--- src/rtl/serial_pattern_source.sv ---
// Serial pattern source: captures a pattern of programmable length and replays it MSB-first at a divided bit rate.
// Defining SERIAL_SRC_REPEAT_EN adds the repeat_mode input for gap-free looping playback.
module serial_pattern_source #(
   parameter int DATA_W = 8,
   parameter int LEN_W  = 4,
   parameter int RATE_W = 8
) (
   input  logic              clock,
   input  logic              resetn,
   input  logic              load,
   input  logic [DATA_W-1:0] pattern,
   input  logic [LEN_W-1:0]  len,
   input  logic [RATE_W-1:0] rate,
   input  logic              start,
   output logic              w_out,
   output logic              w_valid,
   output logic              busy,
   output logic              done,
   output logic [LEN_W-1:0]  bits_left
`ifdef SERIAL_SRC_REPEAT_EN
   ,
   input  logic              repeat_mode
`endif
);

   typedef enum logic [1:0] {
      IDLE,
      READY,
      SHIFT,
      DONE
   } state_t;

   state_t r_state;
   state_t w_nextState;

   logic [DATA_W-1:0] r_pattern;
   logic [LEN_W-1:0]  r_len;
   logic [DATA_W-1:0] r_shift;
   logic [RATE_W-1:0] r_count;
   logic [RATE_W-1:0] r_rate;
   logic [LEN_W-1:0]  r_bitsLeft;

   logic              w_repeat;
   logic              w_loadOk;
   logic              w_startOk;
   logic [LEN_W-1:0]  w_lenClamped;
   logic              w_strobe;
   logic              w_lastBit;
   logic [DATA_W-1:0] w_alignedPattern;

`ifdef SERIAL_SRC_REPEAT_EN
   assign w_repeat = repeat_mode;
`else
   assign w_repeat = 1'b0;
`endif

   assign w_loadOk     = load && (len != '0);
   assign w_lenClamped = (len > LEN_W'(DATA_W)) ? LEN_W'(DATA_W) : len;
   // Any load in READY wins over a simultaneous start, which is then dropped.
   assign w_startOk    = (r_state == READY) && !load && start;
   assign w_strobe     = (r_state == SHIFT) && (r_count == '0);
   assign w_lastBit    = w_strobe && (r_bitsLeft == LEN_W'(1));

   // Left-align the active field so the first bit to send always sits in the MSB.
   assign w_alignedPattern = r_pattern << (LEN_W'(DATA_W) - r_len);

   always_ff @(posedge clock) begin
      if (!resetn) begin
         r_state <= IDLE;
      end else begin
         r_state <= w_nextState;
      end
   end

   always_comb begin
      w_nextState = r_state;
      case (r_state)
         IDLE: begin
            if (w_loadOk) begin
               w_nextState = READY;
            end
         end
         READY: begin
            if (w_startOk) begin
               w_nextState = SHIFT;
            end
         end
         SHIFT: begin
            if (w_lastBit && !w_repeat) begin
               w_nextState = DONE;
            end
         end
         DONE: begin
            w_nextState = READY;
         end
         default: begin
            w_nextState = IDLE;
         end
      endcase
   end

   // The divider counts down to zero and reloads the rate sampled at start, so a bit lasts rate+1 cycles.
   always_ff @(posedge clock) begin
      if (!resetn) begin
         r_pattern  <= '0;
         r_len      <= '0;
         r_shift    <= '0;
         r_count    <= '0;
         r_rate     <= '0;
         r_bitsLeft <= '0;
      end else begin
         if (w_loadOk && ((r_state == IDLE) || (r_state == READY))) begin
            r_pattern <= pattern;
            r_len     <= w_lenClamped;
         end
         if (w_startOk) begin
            r_count    <= rate;
            r_rate     <= rate;
            r_shift    <= w_alignedPattern;
            r_bitsLeft <= r_len;
         end
         if (r_state == SHIFT) begin
            if (w_strobe) begin
               r_count <= r_rate;
               if (w_lastBit) begin
                  if (w_repeat) begin
                     r_shift    <= w_alignedPattern;
                     r_bitsLeft <= r_len;
                  end else begin
                     r_shift    <= '0;
                     r_bitsLeft <= '0;
                  end
               end else begin
                  r_shift    <= r_shift << 1;
                  r_bitsLeft <= r_bitsLeft - LEN_W'(1);
               end
            end else begin
               r_count <= r_count - RATE_W'(1);
            end
         end
      end
   end

   always_comb begin
      w_out     = 1'b0;
      w_valid   = 1'b0;
      busy      = 1'b0;
      done      = 1'b0;
      bits_left = '0;
      case (r_state)
         SHIFT: begin
            busy      = 1'b1;
            w_out     = r_shift[DATA_W-1];
            w_valid   = (r_count == '0);
            bits_left = r_bitsLeft;
         end
         DONE: begin
            done = 1'b1;
         end
         default: begin
            busy = 1'b0;
         end
      endcase
   end

endmodule

--- config.mk ---
export PLATFORM = sky130hd
export DESIGN_NAME = serial_pattern_source
export DESIGN_NICKNAME = d
export VERILOG_FILES = /design/src/rtl/serial_pattern_source.sv
export SDC_FILE = /design/constraint.sdc
export NUM_CORES = 1
export LEC_CHECK = 0
export ABC_CLOCK_PERIOD_IN_PS = 2400
export CAP_MARGIN = 10
export CORE_ASPECT_RATIO = 1.4
export CORE_MARGIN = 4
export CORE_UTILIZATION = 30
export DETAILED_ROUTE_END_ITERATION = 7
export RECOVER_POWER = 50
export SETUP_SLACK_MARGIN = 0.4
export SYNTH_ARGS = -nofsm -noshare
export SYNTH_HDL_FRONTEND = slang
export SYNTH_SLANG_ARGS = --single-unit
--- constraint.sdc ---
create_clock -name clock -period 2.4 [get_ports clock]
set_clock_uncertainty 0.15 [all_clocks]
set_input_delay 0.6 -clock clock [delete_from_list [all_inputs] [get_ports clock]]
set_output_delay 0.6 -clock clock [all_outputs]
set_load 0.01 [all_outputs]
* Yosys cells after proc, flatten, opt, wreduce, memory -nomap -nowiden
Cells that the tools add are included.
** Operators by class
- Add/subtract/negate cells :: 3
- Equality and inequality tests :: 7
- Muxes and demuxes :: 21
- Reduce and logical (&&, ||, !) cells :: 13
- $lt $le $gt $ge :: 1
- Divide/modulo/power cells :: 0
- Bitwise operators :: 0
- $mul :: 0
- Shift-type cells :: 1
** Operators with widths (count)
- $mux 8 :: 7
- $mux 4 :: 6
- $logic_not 8->1 :: 1
- $pmux 2 s4 :: 1
- $shl 8x4->8 :: 1
- $sub 8x1->8 const B :: 1
- $logic_and 1x1->1 :: 6
- $mux 2 :: 3
- $ne 2x2->1 const B :: 3
- $eq 2x2->1 const B :: 2
- $eq 4x1->1 const B :: 1
- $gt 4x4->1 const B :: 1
- $mux 1 :: 4
- $reduce_bool 4->1 :: 1
- $sub 4x1->4 const B :: 1
- $sub 4x4->4 const A :: 1
- $reduce_and 3->1 :: 1
- $eq 2x1->1 const B :: 1
- $logic_not 2->1 :: 1
- $reduce_bool 2->1 :: 1
- $logic_not 1->1 :: 1
- $logic_or 1x1->1 :: 1
** Word-level totals
- Bits in read-only memories :: 0
- Memory bits (writable) :: 0
- Bits of input ports :: 24
- Memories :: 0
- Flip-flop bits (word level) :: 42
- Logic and storage cells :: 53
- Bits in latches :: 0
- Output and inout bits :: 8

* Depth between registers and ports, before layout
- Depth after elaboration :: 6
- Mapped depth :: 8

* Least setup slack after synthesis
OpenSTA, ideal clock, no wires.
- Path type :: register -> register
- From :: reg r_len[0]
- To :: reg r_shift[7]
- Path slack :: -78 ps
- Data required time :: 2133 ps
- Clock period less this slack :: 2478 ps
- Library setup time :: 117 ps
- Arrival time :: 2211 ps
- Cell stages (with the launch flop) :: 9
- Cell sequence :: dfxtp_1 -> clkbuf_1 -> inv_1 -> ha_1 -> clkbuf_1 -> mux2i_1 -> mux2i_1 -> mux2_2 -> a22o_1
** Between the ends
- Word-level cells in the longest chain between the ends :: 5
** Ends and longest elaborated chain
- from (decl) :: line 37 : logic [LEN_W-1:0] r_len;
- from (signal assigned) :: line 114 : r_len <= w_lenClamped;
- $sub 4x4->4 (*) :: line 65 : assign w_alignedPattern = r_pattern << (LEN_W'(DATA_W) - r_len);
- $shl 8x4->8 (*) :: line 65
- $mux 8 (*) :: line 116 : if (w_startOk) begin
- $mux 8 :: line 123 : if (w_strobe) begin
- $mux 8 (*) :: line 122 : if (r_state == SHIFT) begin
- to (signal assigned) :: line 119 : r_shift <= w_alignedPattern;
- to (signal assigned) :: line 127 : r_shift <= w_alignedPattern;
- to (signal assigned) :: line 134 : r_shift <= r_shift << 1;
- to (decl) :: line 38 : logic [DATA_W-1:0] r_shift;
Mark *: on every way between the ends. The rest lies on a longest branch, timed or not.
A chain may end at the register's enable or synchronous reset.

* Final worst setup path
- From :: reg r_state[0]
- To :: out w_valid
** Between the ends
- Word-level cells in the longest chain between the ends :: 2
** Ends and longest elaborated chain
- from (decl) :: line 33 : state_t r_state;
- from (signal assigned) :: line 71 : r_state <= w_nextState;
- $eq 2x2->1 :: line 150 : case (r_state)
- $mux 1 :: line 150
- to (decl) :: line 16 : output logic w_valid,
No other way between the ends.

==> results.sh <==
export IMPL_status="finished, violations left"
export IMPL_violations="negative setup slack"
export IMPL_clock_path_buffers=2
export IMPL_async_reset_ff_share_pct=0
export IMPL_synthFlopType="dfxtp_1"
export IMPL_critPathKind="reg2out"
export IMPL_worstSetupEndpointType="output port"
export IMPL_tightest_slew_ps=483.0
export IMPL_synth_top_cell_by_area="dfxtp_1"
export IMPL_grt_first_pass_wirelength_mm=10.98
export IMPL_yosys_area_top_type_share_pct=34.55
export IMPL_dp_slack_ps=-96.84
export IMPL_cts_tree="yes"
export IMPL_track_usage_pct=13.97
export IMPL_synth_area_leaders="dfxtp_1 (35%), nand2_1 (7.2%), a21oi_1 (6.2%)"
export IMPL_power_internal_w=0.002185
export IMPL_min_period_ps=2410
export IMPL_syn_nets=322
export IMPL_grt_overflow_total=0
export IMPL_netlist_instances=289
export IMPL_hold_viol_final=0
export IMPL_path_max_fanout=2
export IMPL_ys_seq_elements=42
export IMPL_drv_slew=0
export IMPL_fp_dieW_um=84.12
export IMPL_drt_initial_drc_count=120
export IMPL_worstPathRequired_ps=1650
export IMPL_leakage_nw=1.343
export IMPL_setup_viol=1
export IMPL_ios=32
export IMPL_die_h_um=114.6
export IMPL_synth_edf_count=0
export IMPL_maxCapViolCount=0
export IMPL_highest_signal_layer="met4"
export IMPL_rsz0062_at_grt="yes"
export IMPL_drt_total_wl_mm=6.861
export IMPL_fmax_mhz=414.9
export IMPL_synth_area_um2=2434
export IMPL_rows=38
export IMPL_dp_hpwl_mm=4.643
export IMPL_netlist_top_cells_count="nand2_1 (47), dfxtp_1 (42), a21oi_1 (30)"
export IMPL_setup_slack_ps=-10.40
export IMPL_insertion_delay_ps=300
export IMPL_dieArea_um2=9637
export IMPL_drive_above_1_share_pct=34.69
export IMPL_cts_htree_levels=2
export IMPL_ys_seq_area_share_pct=34.55
export IMPL_cp_arrival_ps=1660
export IMPL_diodes=0
export IMPL_period_share_pct=100.4
export IMPL_cts_buffers_inserted=5
export IMPL_core_area_um2=7845
export IMPL_areaGrowthSynthToFinish_pct=47.30
export IMPL_wl_met3_um=223
export IMPL_synth_warnings=0
export IMPL_swShare_pct=38.01
export IMPL_post_drt_via_cell_ratio=5.130
export IMPL_clk_pin_slew_ps=80
export IMPL_grt_max_degree=37
export IMPL_initial_core_util_pct=31.02
export IMPL_fin_setup_tns_ps=-10.40
export IMPL_cts_sinks=42
export IMPL_grt_pass1_vias=2403
export IMPL_synth_area_per_cell_um2=8.421
export IMPL_hold_path_class="reg2reg"
export IMPL_synth_cell_types=57
export IMPL_cts_root_buffer_cell="clkbuf_8"
export IMPL_dr_pass1_iters=4
export IMPL_drcViolationCount=0
export IMPL_synth_most_common_cell="nand2_1"
export IMPL_routedWlPerCell_um=14.63
export IMPL_critPathLaunchType="flip-flop"
export IMPL_ant_nets=0
export IMPL_power_switching_w=0.001340
export IMPL_met1_length_mm=2.714
export IMPL_final_area_um2=3585
export IMPL_dpl_cell_area_um2=3049
export IMPL_vias=2406
export IMPL_vdd_ir_drop_max_v=0.0003961
export IMPL_port_buffers=31
export IMPL_place_gp_congestion=0.7959
export IMPL_power_share_clock_pct=15.5
export IMPL_seqPwrFrac_pct=28.8
export IMPL_route_met2_wl_mm=3.737
export IMPL_slew_headroom_pct=67.57
export IMPL_antenna_found_initial=0
export IMPL_powerDensity_nw_per_um2=983.2
export IMPL_totalPowerFinal_w=0.003524
export IMPL_combPwrFrac_pct=55.6
export IMPL_nets=401
-- placed cells by master (no fill, tap or decap), drive strengths merged, types with 9 or more instances in the layout --
cell	synthesis	routed
dfxtp	42	42
a21oi	30	30
buf	7	66
clkbuf	14	11
o21ai	18	18
ha	9	9
inv	12	11
nand2	47	47
clkdlybuf4s50	0	22
mux2i	9	9
-- power by group through the flow --
stage          clock network [W]  logic (W)  registers [W]
2_1_floorplan                  0    0.00108        0.00101
3_3_place_gp                   0    0.00140        0.00102
3_5_place_dp                   0    0.00143        0.00103
4_1_cts                 0.000561    0.00176        0.00101
5_1_grt                 0.000596    0.00214        0.00104
6_report                0.000548    0.00196        0.00102
-- registers in the layout (all words and copies together), names as in the netlist --
register    cells
r_rate          8
r_len           4
r_shift         8
r_count         8
r_bitsLeft      4
r_pattern       8
r_state         2
-- kinds of logic (layout without fill, tap and decap cells) --
logic type | count (synthesis) | after routing | synth area share [%]
adders and majority gates | 9 | 9 | 4.627
xor gates and xnor gates | 3 | 3 | 1.080
buffers and inverters | 35 | 114 | 7.403
and+or+nand+nor | 96 | 97 | 20.31
AOI/OAI and AO/OA | 89 | 89 | 24.63
DFF | 42 | 42 | 34.55
muxes | 15 | 15 | 7.403
-- critical path: stages, from the launching register on --
cell	delay [ps]
dfxtp_2	330
inv_2	70
ha_4	130
or4b_4	480
nor4_4	170
buf_2	180
-- cell type report --
cell class / count / area (um2)
tap: 100 / 125.1
sequential: 42 / 850.8
clock buffer: 8 / 110.1
multi-input combinational: 213 / 1594
fill: 770 / 4260
inverter: 13 / 63.81
timing repair buffer: 93 / 840.8
-- final timing paths --
kind	startpoint	endpoint	slack, ps	cells after the start
max	r_state[0]$_SDFFE_PN0P_	w_valid	-10	5
min reg2reg	r_rate[3]$_SDFFE_PN0P_	r_rate[3]$_SDFFE_PN0P_	310	2
max reg2reg	r_state[0]$_SDFFE_PN0P_	r_shift[7]$_SDFF_PN0_	40	10
min	r_rate[3]$_SDFFE_PN0P_	r_rate[3]$_SDFFE_PN0P_	310	2
-- layer usage --
layer  vias up  track usage [%]
met2        46            26.29
met3        18            2.592
met1      1129            14.69
li1       1213                -
met5         -                0
met4         0            6.867
-- repair_timing --
action | 4_1_cts | 5_1_grt
resized for setup | 57 | 28
hold buffers | 0 | 0
pin swaps | 12 | 11
setup buffers | 17 | 11
cloned | 2 | 2
setup endpoints to repair | 26 | 42
-- per-stage QoR --
| step | hold WS (ps) | utilization, % | instances |
|---|---|---|---|
| after global routing | 338.4 | 45.69 | 469 |
| final | 306.8 | 45.69 | 469 |
| after CTS | 310.0 | 43.27 | 456 |
| after detailed placement | 297.2 | 38.87 | 429 |
| after global placement | 296.2 | 38.87 | 429 |
| after floorplan | 281.6 | - | 289 |
Power figures use the tool's default switching activity.
